==> config.mk <==
export PLATFORM = sky130hd
export DESIGN_NAME = divider_16_bit
export DESIGN_NICKNAME = d
export VERILOG_FILES = /design/src/rtl/divider_16_bit.sv
export SDC_FILE = /design/constraint.sdc
export NUM_CORES = 1
export LEC_CHECK = 0
export CORE_ASPECT_RATIO = 1.1
export CORE_MARGIN = 3
export CORE_UTILIZATION = 30
export CTS_BUF_LIST = sky130_fd_sc_hd__clkbuf_8
export DETAILED_ROUTE_END_ITERATION = 8
export SYNTH_ARGS = -nofsm -noshare
export SYNTH_HDL_FRONTEND = slang
export SYNTH_SLANG_ARGS = --single-unit
==> constraint.sdc <==
create_clock -name clk -period 7.1 [get_ports clk]
set_input_delay 0.71 -clock clk [delete_from_list [all_inputs] [get_ports clk]]
set_output_delay 0.71 -clock clk [all_outputs]
set_load 0.1 [all_outputs]
==> src/rtl/divider_16_bit.sv <==
// Iterative restoring unsigned divider: one quotient bit per clock by trial subtraction.
// Results and the divide-by-zero flag are registered on entry to DONE and held until the next accepted start.
module divider_16_bit #(
  parameter int WIDTH = 16
) (
  input  logic             clk,
  input  logic             rst,
  input  logic             start,
  input  logic [WIDTH-1:0] dividend,
  input  logic [WIDTH-1:0] divisor,
  output logic             busy,
  output logic             done,
  output logic [WIDTH-1:0] quotient,
  output logic [WIDTH-1:0] remainder,
  output logic             div_by_zero
);

  localparam int CW = $clog2(WIDTH) + 1;
  localparam logic [CW-1:0] LAST_STEP = CW'(WIDTH - 1);

  typedef enum logic [1:0] {
    IDLE = 2'd0,
    RUN  = 2'd1,
    DONE = 2'd2
  } state_t;

  state_t           state_reg, state_next;
  logic [WIDTH-1:0] q_reg, q_next;
  logic [WIDTH-1:0] d_reg, d_next;
  logic [WIDTH:0]   r_reg, r_next;
  logic [CW-1:0]    count_reg, count_next;
  logic [WIDTH-1:0] quotient_reg, quotient_next;
  logic [WIDTH-1:0] remainder_reg, remainder_next;
  logic             dbz_reg, dbz_next;

  // One restoring step: shift the next dividend bit into R and trial-subtract D.
  logic [WIDTH:0]   rem_shift;
  logic [WIDTH:0]   trial;
  logic             fits;
  logic [WIDTH:0]   r_step;
  logic [WIDTH-1:0] q_step;

  always_comb begin
    rem_shift = {r_reg[WIDTH-1:0], q_reg[WIDTH-1]};
    trial     = rem_shift - {1'b0, d_reg};
    // R stays below D, so R[WIDTH] is always clear; a set bit would still mean the subtraction fits.
    fits      = ~trial[WIDTH] | r_reg[WIDTH];
    r_step    = fits ? trial : rem_shift;
    q_step    = {q_reg[WIDTH-2:0], fits};
  end

  always_ff @(posedge clk) begin
    if (rst) begin
      state_reg     <= IDLE;
      q_reg         <= '0;
      d_reg         <= '0;
      r_reg         <= '0;
      count_reg     <= '0;
      quotient_reg  <= '0;
      remainder_reg <= '0;
      dbz_reg       <= 1'b0;
    end else begin
      state_reg     <= state_next;
      q_reg         <= q_next;
      d_reg         <= d_next;
      r_reg         <= r_next;
      count_reg     <= count_next;
      quotient_reg  <= quotient_next;
      remainder_reg <= remainder_next;
      dbz_reg       <= dbz_next;
    end
  end

  always_comb begin
    state_next     = state_reg;
    q_next         = q_reg;
    d_next         = d_reg;
    r_next         = r_reg;
    count_next     = count_reg;
    quotient_next  = quotient_reg;
    remainder_next = remainder_reg;
    dbz_next       = dbz_reg;

    case (state_reg)
      IDLE, DONE: begin
        if (start) begin
          q_next     = dividend;
          d_next     = divisor;
          r_next     = '0;
          count_next = '0;
          dbz_next   = 1'b0;
          if (divisor == '0) begin
            // Zero divisor skips the iteration and publishes the fixed result immediately.
            state_next     = DONE;
            quotient_next  = '1;
            remainder_next = dividend;
            dbz_next       = 1'b1;
          end else begin
            state_next = RUN;
          end
        end else begin
          state_next = IDLE;
        end
      end
      RUN: begin
        q_next     = q_step;
        r_next     = r_step;
        count_next = count_reg + CW'(1);
        if (count_reg == LAST_STEP) begin
          state_next     = DONE;
          quotient_next  = q_step;
          remainder_next = r_step[WIDTH-1:0];
        end
      end
      default: state_next = IDLE;
    endcase
  end

  assign busy        = (state_reg == RUN);
  assign done        = (state_reg == DONE);
  assign quotient    = quotient_reg;
  assign remainder   = remainder_reg;
  assign div_by_zero = dbz_reg;

endmodule

=== After elaboration in Yosys (flattened, before gate mapping) ===
Index checks and enable logic that the tools add are counted.

* Logic and storage cells: 45
* Output and inout port bits: 35
* RAM bits: 0
* Memories: 0
* Latch bits: 0
* ROM bits: 0
* Bits in registers: 89
* Bits of input ports: 35

* Bitwise logic cells: 2
* Reduce and logical (&&, ||, !) cells: 7
* Equal/unequal tests: 6
* Mux-type cells: 20
* $lt $le $gt $ge: 0
* Shift-type cells: 0
* Multipliers: 0
* $add $sub $neg: 2
* Divide/modulo/power cells: 0

{| class="wikitable"
|+ Operators by type and width
! operator !! count
|-
| $mux W16 || 7
|-
| $pmux W16 S2 || 3
|-
| $mux W17 || 2
|-
| $pmux W17 S2 || 1
|-
| $sub A17 B16 Y17 || 1
|-
| $logic_not A16 Y1 || 1
|-
| $pmux W5 S2 || 1
|-
| $mux W2 || 3
|-
| $add A5 B1 Y5 const B || 1
|-
| $eq A5 B4 Y1 const B || 1
|-
| $mux W5 || 1
|-
| $ne A2 B2 Y1 const B || 2
|-
| $pmux W2 S2 || 1
|-
| $reduce_and A2 Y1 || 2
|-
| $reduce_and A4 Y1 || 1
|-
| $eq A2 B1 Y1 const B || 1
|-
| $eq A2 B2 Y1 const B || 1
|-
| $logic_not A2 Y1 || 1
|-
| $ne A2 B1 Y1 const B || 1
|-
| $reduce_bool A2 Y1 || 1
|-
| $reduce_or A2 Y1 || 1
|-
| $mux W1 || 1
|-
| $not A1 Y1 || 1
|-
| $or A1 B1 Y1 || 1
|}

=== Longest topological paths before layout ===
* Depth in word-level cells: 6
* Gate-level depth with buffers: 12
* Gate-level depth less buffers: 11

=== Least setup slack after synthesis ===
OpenSTA, ideal clock, no wires.

* Path type: reg2reg
* From: reg state_reg[1]
* To: reg remainder_reg[1] (netlist: remainder[1])
* Setup time: 86 ps
* Cell stages (with the launch flop): 9
* Setup slack: 4500 ps
* Period minus slack after synthesis: 2600 ps
* Path buffers: 2
* Data required time: 7014 ps
* Data arrival time: 2515 ps
* Cell sequence: dfxtp_1 -> nand2b_1 -> clkinv_1 -> a21oi_1 -> or2_2 -> buf_4 -> clkbuf_1 -> a21oi_1 -> a211oi_1

* Elaborated cells between the ends (all ways): 10
* Classes of those cells: eq/ne (5); mux (1); reduce/logical (4)

{| class="wikitable"
|+ RTL lines
! item !! RTL line !! text
|-
| start: declaration || 27 || <nowiki>state_t state_reg, state_next;</nowiki>
|-
| start signal: assignment || 63 || <nowiki>state_reg <= state_next;</nowiki>
|-
| $eq A2 B1 Y1 * || n/a ||
|-
| via busy || 11 || <nowiki>output logic busy,</nowiki>
|-
| $ne A2 B1 Y1 (no line) / $reduce_bool A2 Y1 (equally long branches) || n/a ||
|-
| $reduce_and A4 Y1 (no line) || n/a ||
|-
| end signal: assignment || 69 || <nowiki>remainder_reg <= remainder_next;</nowiki>
|-
| end: declaration || 33 || <nowiki>logic [WIDTH-1:0] remainder_reg, remainder_next;</nowiki>
|}

The timed path passes the listed nets; every way through them passes the cells marked *.
A chain may end at the register's enable or synchronous reset.

=== Final worst setup path ===
* From: reg q_reg[15]
* To: reg remainder_reg[14] (netlist: remainder[14])

* Word-level cells in the longest chain between the ends: 6

{| class="wikitable"
|+ Ends and longest elaborated chain
! item !! RTL line !! text
|-
| start: declaration || 28 || <nowiki>logic [WIDTH-1:0] q_reg, q_next;</nowiki>
|-
| start signal: assignment || 64 || <nowiki>q_reg <= q_next;</nowiki>
|-
| $sub A17 B16 Y17 * || 45 || <nowiki>trial = rem_shift - {1'b0, d_reg};</nowiki>
|-
| $not A1 Y1 || 47 || <nowiki>fits = ~trial[WIDTH] | r_reg[WIDTH];</nowiki>
|-
| $or A1 B1 Y1 || 47 ||
|-
| $mux W17 * || 48 || <nowiki>r_step = fits ? trial : rem_shift;</nowiki>
|-
| $mux W16 * || 109 || <nowiki>if (count_reg == LAST_STEP) begin</nowiki>
|-
| $pmux W16 S2 * || 84 || <nowiki>case (state_reg)</nowiki>
|}

Mark *: on every way between the ends. The rest lies on a longest branch, timed or not. The select of a mux whose other input is x is not followed.

==> run summary <==
Vias in the first global route -> 3,777
Number of buffers inserted by port buffering -> 69
Final hold violations -> 0
GRT Overall Usage -> 14.3%
Primary FF master, synth -> dfxtp_1
Core Region -> 14,100 um2
Seq/Total Area, Yosys -> 40.5%
Final Skew -> 10.3 ps
Remaining antenna violation count -> 0
Global-route wire length before repair -> 19.0 mm
Final net count -> 654
Yosys warning total -> 0
CP endpoint kind -> register
Peak Freq -> 318 MHz
DIE AREA -> 16,100 um2
DIE HEIGHT -> 133 um
Num ports -> 70
Tot Pwr -> 1630 uW
Finished Layout Cells -> 793
WP data arrival -> 3420 ps
Setup violators final -> 0
Tmin final -> 3140 ps
Number of H-tree levels -> 3
P&R area growth vs syn -> 23.8%
Post-Syn Area -> 4400 um2
Die Wd -> 121 um
Peak supply drop -> 112 uV
Placed insts -> 777
Leakage -> 0.00193 uW
R2R cell count -> 11
Max cap viols -> 0
CP startpoint kind -> register
Hpwl dp -> 8.53 mm
ANT cells -> 0
Setup tns final -> 0 ps
CP max FO -> 18
Total Wirelength -> 11.8 mm
R2R setup slack -> 3960 ps
Post-route design area -> 5440 um2
Hold WC Path Type -> reg2reg
Max clock buf depth -> 2
Root Driver -> clkbuf_8
Area after DPL -> 5220 um2
Post-CTS Resized -> 0
Yosys top cell area share -> 40.5%
Largest register FFs -> 17
Vias/cell -> 5.14
Clock sink count -> 89
Hold EP -> d_reg[2]
Ys async rst share -> 0%
Commonest non-fill, non-tap cell in the layout -> dfxtp_1
RSZ-0062 raised after global routing -> false
Fin. max-slew vios -> 0
Critical hold path startpoint -> d_reg[2]
Slew @ Worst Pin -> 979 ps
Drt pass-1 iters -> 5
Initial DRC Count -> 306
Post-CTS Setup Bufs -> 0
Gr ovfl total -> 0
CTS tree -> yes
Post-CTS Hold Buffers -> 0
Synth area leader -> dfxtp_1
Layout cell share with drive strength beyond 1 -> 6.28%
Initial antenna violation count -> 0
Power per cell area -> 299 nW/um2
Hold path depth -> 2
Outcome -> complete, no violations
Largest net degree at the start of global routing -> 91
Post-layout util -> 38.7%
Syn nets -> 604
Starting Density -> 31.2%
CP Class -> reg2reg
#FFs+latches synth -> 89
Drt drc -> 0
WL per Instance -> 14.9 um
Vias -> 4,073
Worst skew pair latency -> 350 ps
Reg clk slew, reported paths -> 90 ps
Final GP Congestion -> 0.771
Synth cell types -> 51
Commonest cells after routing, fill and taps aside -> 89 x dfxtp_1, 88 x nand2_1, 68 x clkdlybuf4s50_1, 66 x nor2_1, 64 x a21oi_1
Rel. slew slack -> 34.5%
Inserted Clock Buffers -> 9
Post-Syn Area per Cell -> 7.99 um2
Post-synthesis cell count -> 550
Post-synth EDFFs -> 0
Worst EP required -> 7380 ps
Cell Rows -> 45
Critical R2R Launch -> q_reg[15]
Crit Reg-Reg Endpoint -> remainder[14]
Ranking of synthesized cells by area -> dfxtp_1 41%, nand2_1 7.5%, a21oi_1 7.3%, nor2_1 5.8%, ha_1 5.1%
Final worst-path cycle share -> 44.2%
-- worst max-delay path, cell delays in order (launching register included) --
cell	delay, ps
dfxtp_1	400
inv_1	70
ha_1	220
fa_1	400
nand2b_1	200
a21oi_1	270
nor3_1	120
or2_4	270
o211ai_4	540
nor3b_2	390
a32oi_1	100
o21ai_0	80
-- synth_stat cells (3+ instances only) --
cell type and count:
a211oi_1 27, a21oi_1 64, a22oi_1 16, a311oi_1 17
a32oi_1 6, and3_1 4, buf_1 5, clkbuf_1 27
dfxtp_1 89, ha_1 18, inv_1 21, nand2_1 88
nand2b_1 12, nand3_1 4, nand3b_1 3, nor2_1 68
nor2b_1 4, nor3_1 5, nor4_1 5, o211ai_1 4
o21a_1 3, o21ai_0 15, xnor2_1 6, xor2_1 3
-- report_power, final --
part / total (uW) / internal [uW] / switching [uW]
Combinational: 652 / 261 / 391
Clock: 399 / 202 / 196
Sequential: 578 / 540 / 38.4
Total: 1630 / 1000 / 626
-- metal layers --
metal  wire length (um)  GRT usage [%]
met5                  0              0
met4                 71           3.18
met3                645           1.88
met2               5130           21.6
met1               5970           21.7
-- cell type report --
| class | count | area [um2] |
|---|---|---|
| well taps | 188 | 235 |
| inverters | 22 | 82.6 |
| fillers | 1481 | 8630 |
| flip-flops and latches | 89 | 1780 |
| repair buffers | 75 | 731 |
| clock inverters | 7 | 100 |
| clock buffers | 9 | 124 |
| multi-input cells | 403 | 2390 |
-- cell families after synthesis --
family	share of synthesized area, %
xor+xnor	1.79
flops	40.5
simple gates	20.8
fa+ha+maj	5.58
buf+inv	5.32
compound gates	26.0
-- how the worst max path moves through the flow --
stage | start | endpoint | slack (ps) | cells after the start
detailed placement | start | remainder[14] | 3640 | 8
finish | q_reg[15] | remainder[14] | 3960 | 11
global route | q_reg[15] | remainder[4] | 3720 | 11
CTS | q_reg[15] | remainder[14] | 3960 | 11
floorplan | state_reg[1] | remainder[1] | 4500 | 8
global placement | start | remainder[3] | 3760 | 8
-- through the flow --
stage	hold slack [ps]	worst slack, ps
global placement	446	3760
finish	460	3960
detailed placement	451	3640
CTS	463	3960
floorplan	436	4500
global route	481	3720
No activity file was read; power rests on OpenSTA's default activity.
